### config.mk
export PLATFORM = sky130hd
export DESIGN_NAME = vec_wb_arbiter
export DESIGN_NICKNAME = d
export VERILOG_FILES = /design/src/rtl/gpu_vec_pkg.sv /design/src/rtl/vec_wb_fifo.sv /design/src/rtl/vec_wb_arbiter.sv
export SDC_FILE = /design/constraint.sdc
export NUM_CORES = 1
export LEC_CHECK = 0
export CORE_MARGIN = 1
export CORE_UTILIZATION = 57
export DETAILED_ROUTE_END_ITERATION = 10
export PLACE_DENSITY = 0.85
export SETUP_SLACK_MARGIN = 0.5
export SYNTH_ARGS = -nofsm -noshare
export SYNTH_HDL_FRONTEND = slang
export SYNTH_SLANG_ARGS = --single-unit
### constraint.sdc
create_clock -name clk -period 24.4 [get_ports clk]
set_clock_uncertainty 0.15 [all_clocks]
set_input_delay 4.88 -clock clk [delete_from_list [all_inputs] [get_ports clk]]
set_output_delay 4.88 -clock clk [all_outputs]
set_load 0.01 [all_outputs]
### src/rtl/gpu_vec_pkg.sv
// gpu_vec_pkg: shared vector-pipeline constants and types for the writeback stage.
package gpu_vec_pkg;
    localparam int VREG_AW    = 5;
    localparam int NUM_VREGS  = 32;
    localparam int NUM_WB_SRC = 3;
    localparam int VEC_DATA_W = 128;

    typedef enum logic [1:0] {WB_VALU = 2'd0, WB_VLSU = 2'd1, WB_VTEX = 2'd2} wb_src_e;

    typedef struct packed {
        logic [VREG_AW-1:0]    rd;
        logic [VEC_DATA_W-1:0] data;
    } wb_entry_t;

    function automatic wb_src_e wb_next(input wb_src_e s);
        return s == WB_VTEX ? WB_VALU : wb_src_e'(s + 2'd1);
    endfunction
endpackage

### src/rtl/vec_wb_fifo.sv
// vec_wb_fifo: small synchronous FIFO buffering one producer's writeback results.
module vec_wb_fifo #(
    parameter int DEPTH = 2,
    parameter int WIDTH = 8
) (
    input  logic             clk,
    input  logic             rst,
    input  logic             push,
    input  logic             pop,
    input  logic [WIDTH-1:0] din,
    output logic             full,
    output logic             empty,
    output logic [WIDTH-1:0] head
);
    localparam int AW = $clog2(DEPTH);

    logic [WIDTH-1:0] mem [DEPTH];
    logic [AW-1:0]    wp, rp;
    logic [AW:0]      cnt;

    assign full  = cnt == (AW+1)'(DEPTH);
    assign empty = cnt == '0;
    assign head  = mem[rp];

    always_ff @(posedge clk) begin
        if (push) mem[wp] <= din;
    end

    always_ff @(posedge clk) begin
        if (rst) begin
            wp  <= '0;
            rp  <= '0;
            cnt <= '0;
        end else begin
            if (push) wp <= wp + 1'b1;
            if (pop) rp <= rp + 1'b1;
            cnt <= cnt + (AW+1)'(push) - (AW+1)'(pop);
        end
    end
endmodule

### src/rtl/vec_wb_arbiter.sv
// vec_wb_arbiter: round-robin two-port writeback arbiter for VALU/VLSU/VTEX results.
// Defining VEC_WB_FWD_EN adds fwd_* bypass outputs driven from the current-cycle grants.
module vec_wb_arbiter import gpu_vec_pkg::*; #(
    parameter int DATA_W     = 128,
    parameter int FIFO_DEPTH = 2
) (
    input  logic                                  clk,
    input  logic                                  rst,
    input  logic [NUM_WB_SRC-1:0]                 src_valid,
    output logic [NUM_WB_SRC-1:0]                 src_ready,
    input  logic [NUM_WB_SRC-1:0][VREG_AW-1:0]    src_rd,
    input  logic [NUM_WB_SRC-1:0][DATA_W-1:0]     src_data,
    output logic                                  we0,
    output logic [VREG_AW-1:0]                    waddr0,
    output logic [DATA_W-1:0]                     wdata0,
    output logic                                  we1,
    output logic [VREG_AW-1:0]                    waddr1,
    output logic [DATA_W-1:0]                     wdata1,
    output logic [NUM_VREGS-1:0]                  retire_mask,
    output logic                                  idle
`ifdef VEC_WB_FWD_EN
    ,
    output logic [1:0]                            fwd_valid,
    output logic [1:0][VREG_AW-1:0]               fwd_addr,
    output logic [1:0][DATA_W-1:0]                fwd_data
`endif
);
    localparam int EW = VREG_AW + DATA_W;

    logic [NUM_WB_SRC-1:0] full, empty, pop;
    logic [EW-1:0]         head [NUM_WB_SRC];
    wb_src_e               rr, s, g0_s, g1_s;
    logic                  g0_v, g1_v;

    assign src_ready = rst ? '0 : ~full;

    genvar i;
    for (i = 0; i < NUM_WB_SRC; i++) begin : g_fifo
        vec_wb_fifo #(.DEPTH(FIFO_DEPTH), .WIDTH(EW)) u_fifo (
            .clk   (clk),
            .rst   (rst),
            .push  (src_valid[i] & src_ready[i]),
            .pop   (pop[i]),
            .din   ({src_rd[i], src_data[i]}),
            .full  (full[i]),
            .empty (empty[i]),
            .head  (head[i])
        );
        assign pop[i] = (g0_v && g0_s == wb_src_e'(2'(i))) || (g1_v && g1_s == wb_src_e'(2'(i)));
    end

    // Port 1 skips any head aimed at port 0's register so the regfile never sees a double write.
    always_comb begin
        g0_v = 1'b0;
        g1_v = 1'b0;
        g0_s = WB_VALU;
        g1_s = WB_VALU;
        s    = rr;
        for (int k = 0; k < NUM_WB_SRC; k++) begin
            if (!empty[s]) begin
                if (!g0_v) begin
                    g0_v = 1'b1;
                    g0_s = s;
                end else if (!g1_v && head[s][EW-1 -: VREG_AW] != head[g0_s][EW-1 -: VREG_AW]) begin
                    g1_v = 1'b1;
                    g1_s = s;
                end
            end
            s = wb_next(s);
        end
    end

    always_ff @(posedge clk) begin
        if (rst) begin
            rr               <= WB_VALU;
            we0              <= 1'b0;
            we1              <= 1'b0;
            {waddr0, wdata0} <= '0;
            {waddr1, wdata1} <= '0;
        end else begin
            if (g0_v) rr <= wb_next(g0_s);
            we0              <= g0_v;
            we1              <= g1_v;
            {waddr0, wdata0} <= g0_v ? head[g0_s] : '0;
            {waddr1, wdata1} <= g1_v ? head[g1_s] : '0;
        end
    end

    assign retire_mask = (we0 ? NUM_VREGS'(1) << waddr0 : '0) | (we1 ? NUM_VREGS'(1) << waddr1 : '0);
    assign idle        = &empty & ~we0 & ~we1;

`ifdef VEC_WB_FWD_EN
    assign fwd_valid                 = {g1_v, g0_v};
    assign {fwd_addr[0], fwd_data[0]} = g0_v ? head[g0_s] : '0;
    assign {fwd_addr[1], fwd_data[1]} = g1_v ? head[g1_s] : '0;
`endif
endmodule
==> results.py, run 1 <==
metrics = {
    "clock_tree": {
        "cts_hold_buf": 0,
        "insertion_delay_ps": 660,
        "cts_inserted_buffers": 104,
        "post_cts_buffers": 0,
        "clk_root_buffer_cell": "clkbuf_16",
        "clockBufferDepth": 3,
        "cts_tree": "yes",
        "cts_sinks": 1083,
        "h-tree-depth": 3,
        "post_cts_resize_count": 0,
        "clk_pin_slew_ps": 60,
    },
    "drt": {
        "drt_wl_total_um": 130000,
        "drtPass1Iterations": 6,
        "ant_nets": 0,
        "drc": 0,
        "vias": 29000,
        "post_drt_wl_per_cell_um": 28.4,
        "drtIter0Drc": 3075,
        "via_per_inst": 6.32,
    },
    "worst_setup_path": {
        "cp_slowest_stage_delay_ps": 590,
        "startpoint": "rst",
        "cp.depth": 4,
        "worst-setup-path-type": "in2out",
        "cp_top_family": "buffers and inverters",
        "cp-endpoint": "src_ready[0]",
        "crit_buf_inv": 3,
        "crit_arrival_ps": 6390,
        "start_kind": "input pin",
        "worstPathCellList": "clkdlybuf4s50_1 -> buf_4 -> a21oi_1 -> clkdlybuf4s50_1",
        "cpMostUsedCell": "clkdlybuf4s50_1",
        "worstPathRequired_ps": 19370,
        "worstPathMaxFanout": 27,
        "r2r_end": "wdata1[114]$_SDFF_PP0_",
        "slowest_stage": "clkdlybuf4s50_1",
        "r2r_setup_slack_ps": 17880,
        "worst-r2r-cell-count": 10,
        "end_kind": "primary output",
    },
    "die": {
        "dieArea_um2": 74500,
        "rows": 98,
        "ioPinCount": 708,
        "core_area_um2": 72100,
        "die_h_um": 273,
        "fp.dieW_um": 273,
        "initial_core_util_pct": 58.1,
    },
    "pwr": {
        "leakagePower_nw": 17.7,
        "power_mw": 6.09,
        "power.density_nw_per_um2": 114,
        "ir_worst_vdd_v": 0.0000932,
    },
    "synth": {
        "synth_nets": 3233,
        "syn_inst": 2825,
        "ys_ff_latch": 1083,
        "synth-seq-area-share_pct": 70.9,
        "synth_edf_count": 798,
        "synth_ff_type": "edfxtp_1",
        "avgSynthCellArea_um2": 14.8,
        "synth_top_area_share_pct": 57.2,
        "yosys-top-cells-area": "edfxtp_1 57%, dfxtp_1 14%, mux2i_1 7.5%",
        "yosys.area.top_type": "edfxtp_1",
        "synthArstFlopShare_pct": 0,
        "ys_warn_count": 0,
        "ys_types": 74,
        "syn_area_um2": 41900,
    },
    "placement": {
        "port_buffers": 707,
        "dp_cells": 4342,
        "gp_congestion": 0.986,
        "dp_hpwl_um": 78900,
    },
    "sta": {
        "hold_ws_ps": 343,
        "setup_viol": 0,
        "drv_slew": 0,
        "final.setup.tns_ps": 0,
        "worstMarginPinSlew_ps": 1070,
        "fmax_mhz": 87.6,
        "period_share_pct": 46.8,
        "fin_crit_ps": 11420,
        "slew_headroom_pct": 28.5,
        "rsz0062_at_grt": "no",
        "finalHoldViolations": 0,
    },
    "layout": {
        "nNetsFinal": 3906,
        "fin_cells": 4591,
        "area_growth_pct": 27.4,
        "drive_above_1_share_pct": 11.4,
    },
    "min_path": {
        "min_path_type": "reg2reg",
        "min_path_cells": 2,
    },
    "grt": {
        "antenna_found_initial": 57,
        "grt-busiest-layer": "met2",
        "grt_max_degree": 129,
        "grt-ovfl-total": 0,
        "grt_pass1_vias": 28600,
        "gr-usage-met2_pct": 55.9,
        "grt_usage_pct": 33.8,
        "grt_pass1_wl_um": 185000,
        "use_met3_pct": 6.83,
        "grtUsageMet1_pct": 40.8,
    },
    "run": {
        "maxCapViolCount": 0,
    },
    "run_status": {
        "status": "finished clean",
    },
}
[cell usage after synthesis, drive strengths merged, types with 3 or more instances]
cell,number
a211oi,4
a21o,3
a21oi,24
a221oi,4
a22oi,5
a311oi,6
a31o,3
a31oi,45
a32oi,3
and2,89
and3,3
buf,63
clkbuf,120
dfxtp,285
edfxtp,798
ha,4
inv,7
mux2,103
mux2i,315
nand2,291
nand2b,55
nand3,9
nand4b,4
nor2,120
nor2b,8
nor3,12
nor4,3
o211ai,3
o21ai,104
o221ai,137
o22ai,122
o311ai,3
o31a,3
o31ai,3
o32ai,6
o41ai,3
or2,9
or3,5
xnor2,12
xor2,4
[registers in the layout, summed over array words and instances (netlist names), named ones only]
name               flops
g_fifo.u_fifo.wp       3
waddr1                 5
we0                    1
wdata1               128
wdata0               128
waddr0                 5
g_fifo.u_fifo.rp       3
rr                     2
we1                    1
g_fifo.u_fifo.cnt      6
g_fifo.u_fifo.mem    798
[through the flow]
step	area [µm²]	worst slack (ps)	util [%]
after floorplan	41900	12540	-
after global placement	49700	13030	68.9
after detailed placement	49700	12980	68.9
after CTS	53200	12970	73.8
after global routing	53300	12900	73.9
final	53300	12980	74.0
[cells by family (layout without fill, tap and decap cells)]
kind of cell	after synthesis	after routing	share of synthesized area, %
adders and majority gates	4	4	0.120
muxes	418	418	10.3
DFF	1083	1083	70.9
and+or+nand+nor	616	616	6.75
buffers and inverters	190	953	2.18
AOI/OAI and AO/OA	498	498	9.43
xor gates and xnor gates	16	16	0.335
other	0	53	0
[power by group]
group          internal, mW  total [mW]  switching (mW)
sequential             2.22        2.34           0.128
clock                 0.944        1.64           0.696
combinational         0.832        2.11            1.28
[worst min-delay path by stage]
stage,start,to
after floorplan,g_fifo[2].u_fifo.rp$_SDFFE_PP0N_,flop
after global placement,g_fifo[2].u_fifo.rp$_SDFFE_PP0N_,g_fifo[2].u_fifo.rp$_SDFFE_PP0N_
after detailed placement,g_fifo[2].u_fifo.rp$_SDFFE_PP0N_,flop
after CTS,g_fifo[2].u_fifo.rp$_SDFFE_PP0N_,flop
after global routing,g_fifo[2].u_fifo.rp$_SDFFE_PP0N_,g_fifo[2].u_fifo.rp$_SDFFE_PP0N_
final,g_fifo[2].u_fifo.rp$_SDFFE_PP0N_,flop
[worst reg2reg max path: stages, from the launching register on]
cell and delay, ps:
dfxtp_4 1000, buf_4 970, mux2i_1 660, o22ai_1 190, o21bai_1 180, or4b_4 510
o41ai_4 490, o32a_2 540, buf_4 550, buf_4 830, o221ai_1 300
[per-layer routing]
metal	vias up	routed length, µm
li1	12200	-
met1	14300	45600
met3	452	12700
met4	16	8290
met2	2095	63700
met5	-	105
[cell type report]
| class | instances | area (µm²) |
|---|---|---|
| clock inverter | 37 | 484 |
| inverter | 7 | 26.3 |
| clock buffer | 159 | 3020 |
| fill | 4267 | 18800 |
| sequential | 1083 | 29700 |
| tap | 950 | 1190 |
| multi-input combinational | 1552 | 11400 |
| timing repair buffer | 750 | 7420 |
| antenna | 53 | 133 |
[cell usage in the layout, fill, tap and decap left out, types with 5 or more instances in the layout]
cell type          n
a31oi_1           44
bufinv_16          8
buf_4             41
a311oi_1           6
nand2b_1          55
clkinv_2          14
clkbuf_1          35
o22ai_1          120
xnor2_1           12
a22oi_1            5
nor2_1           115
o21ai_0          103
a21oi_1           24
or2_2              8
o221ai_1          67
and2_1            89
mux2_2           103
diode_2           53
mux2i_1          315
clkbuf_16        105
o32ai_1            6
clkbuf_8          19
dfxtp_1          282
o221ai_2          70
nor3_1            12
inv_1              6
nand2_1          290
clkdlybuf4s50_1  707
nor2_4             5
edfxtp_1         798
nor2b_1            8
nand3_1            9
or3_1              5
No activity file was read; power rests on OpenSTA's default activity.
==> inputs of run 2 (changes only) <==
Settings changed: CORE_UTILIZATION 57 to 48, PLACE_DENSITY 0.85 to 0.76.
Clock period 24.4 ns to 9.69 ns, I/O delays scaled along.
==> results.py, run 2 (synthesized netlist as in run 1, its figures left out) <==
metrics = {
    "run_status": {
        "status": "finished clean",
    },
    "worst_setup_path": {
        "start_kind": "input pin",
        "cp_slowest_stage_delay_ps": 640,
        "cpMostUsedCell": "clkdlybuf4s50_1",
        "worstPathRequired_ps": 7600,
        "cp-endpoint": "src_ready[0]",
        "worstPathCellList": "clkdlybuf4s50_1 -> buf_4 -> a21oi_1 -> clkdlybuf4s50_1",
        "startpoint": "rst",
        "r2r_end": "wdata1[113]$_SDFF_PP0_",
        "worst-r2r-cell-count": 11,
        "crit_arrival_ps": 3500,
        "end_kind": "primary output",
        "worstPathMaxFanout": 27,
        "r2r_setup_slack_ps": 4350,
        "slowest_stage": "clkdlybuf4s50_1",
        "worst-setup-path-type": "in2out",
    },
    "pwr": {
        "netSwitchingFraction_pct": 34.1,
        "power.share.sequential_pct": 38.2,
        "power.density_nw_per_um2": 286,
        "comb_power_share_pct": 34.5,
        "ir_worst_vdd_v": 0.000284,
        "p_int_mw": 10.1,
        "pwr-share-clk_pct": 27.3,
        "p_switching_mw": 5.24,
        "power_mw": 15.4,
        "leakagePower_nw": 17.8,
    },
    "clock_tree": {
        "clockBufferDepth": 3,
        "insertion_delay_ps": 680,
        "clk_pin_slew_ps": 60,
        "cts_tree": "yes",
        "post_cts_resize_count": 0,
        "post_cts_buffers": 0,
        "cts_hold_buf": 0,
        "clk_root_buffer_cell": "clkbuf_16",
        "h-tree-depth": 3,
        "cts_sinks": 1083,
        "cts_inserted_buffers": 105,
    },
    "grt": {
        "grt_usage_pct": 27.9,
        "grt_max_degree": 134,
        "grt_pass1_wl_um": 182000,
        "grt_pass1_vias": 27500,
        "grt-ovfl-total": 0,
        "antenna_found_initial": 47,
    },
    "die": {
        "rows": 107,
        "initial_core_util_pct": 48.8,
        "fp.dieW_um": 297,
        "die_h_um": 297,
        "core_area_um2": 85800,
        "dieArea_um2": 88400,
        "ioPinCount": 708,
    },
    "sta": {
        "slew_headroom_pct": 21.9,
        "fmax_mhz": 179,
        "fin_crit_ps": 5590,
        "worstMarginPinSlew_ps": 1170,
        "drv_slew": 0,
        "hold_ws_ps": 354,
        "finalWorstSetupSlack_ps": 4100,
        "final.setup.tns_ps": 0,
        "finalHoldViolations": 0,
        "setup_viol": 0,
        "rsz0062_at_grt": "no",
        "period_share_pct": 57.6,
    },
    "placement": {
        "port_buffers": 707,
        "gp_congestion": 0.906,
        "dp_hpwl_um": 80200,
        "pre_cts_ws_ps": 4130,
    },
    "layout": {
        "final_common_cell": "edfxtp_1",
        "drive_above_1_share_pct": 11.8,
        "final_cell_mix": "798 x edfxtp_1, 707 x clkdlybuf4s50_1, 315 x mux2i_1",
        "area_growth_pct": 28.3,
        "nNetsFinal": 3910,
        "regMostFlops": "g_fifo.u_fifo.mem",
        "largest_reg_flops": 798,
    },
    "drt": {
        "vias": 27600,
        "drtPass1Iterations": 6,
        "post_drt_wl_per_cell_um": 26.5,
        "ant_nets": 0,
        "drtIter0Drc": 2212,
        "drt_wl_total_um": 127000,
        "via_per_inst": 5.78,
        "drc": 0,
    },
    "min_path": {
        "min_path_type": "reg2reg",
    },
    "run": {
        "maxCapViolCount": 0,
    },
}
-- run 2: cell types whose count changed in the layout (fill, tap and decap cells not counted) --
| cell | change |
|---|---|
| clkinvlp_4 | +3 |
| clkbuf_1 | -9 |
| clkbuf_8 | -4 |
| diode_2 | -14 |
| buf_4 | +3 |
| nor2_2 | +1 |
| clkinv_2 | +8 |
| inv_6 | -4 |
| inv_2 | -1 |
| nor2_1 | -1 |
| inv_16 | -2 |
| clkbuf_16 | +6 |
| clkinv_16 | +3 |
| clkinv_1 | +3 |
-- run 2: through the flow --
stage	cell area, µm²	instances	util, %
after global routing	53700	4773	62.6
after floorplan	41900	2825	-
after CTS	53600	4738	62.5
after detailed placement	50000	4539	58.2
after global placement	50000	4539	58.2
final	53700	4777	62.6
-- run 2: worst min-delay path by stage --
stage / from / cells past startpoint / end
6_report: g_fifo[2].u_fifo.rp$_SDFFE_PP0N_ / 2 / flop
5_1_grt: g_fifo[2].u_fifo.rp$_SDFFE_PP0N_ / 2 / flop
4_1_cts: g_fifo[2].u_fifo.rp$_SDFFE_PP0N_ / 2 / flop
3_5_place_dp: g_fifo[2].u_fifo.rp$_SDFFE_PP0N_ / 2 / flop
3_3_place_gp: g_fifo[2].u_fifo.rp$_SDFFE_PP0N_ / 2 / flop
2_1_floorplan: g_fifo[2].u_fifo.rp$_SDFFE_PP0N_ / 2 / flop
-- run 2: layer usage --
layer | global-route usage, % | part of all wire, % | up-vias
li1 | - | - | 12200
met1 | 33.7 | 37 | 13700
met2 | 46.8 | 50 | 1360
met3 | 5.91 | 7.7 | 319
met4 | 15.3 | 5.3 | 18
met5 | 0 | 0.090 | -
-- run 2: power by group through the flow --
stage / combinational (mW) / clock [mW] / sequential [mW]
floorplan: 3.21 / 0 / 5.99
global placement: 5.17 / 0 / 5.96
detailed placement: 5.23 / 0 / 5.96
CTS: 5.26 / 4.25 / 5.87
global route: 5.62 / 4.43 / 5.91
finish: 5.29 / 4.19 / 5.87
-- run 2: cell type report --
class / instances / area [µm²]
fillers: 6362 / 32100
diodes: 39 / 97.6
flip-flops and latches: 1083 / 29700
multi-input cells: 1552 / 11400
well taps: 1144 / 1430
inverters: 7 / 27.5
clock inverters: 47 / 568
clock buffers: 152 / 3080
repair buffers: 753 / 7450
-- run 2: worst max-delay path, delay by kind of cell --
| family | cells | cell delay, ps |
|---|---|---|
| buffers and inverters | 3 | 1270 |
| AO/OA/AOI/OAI | 1 | 290 |
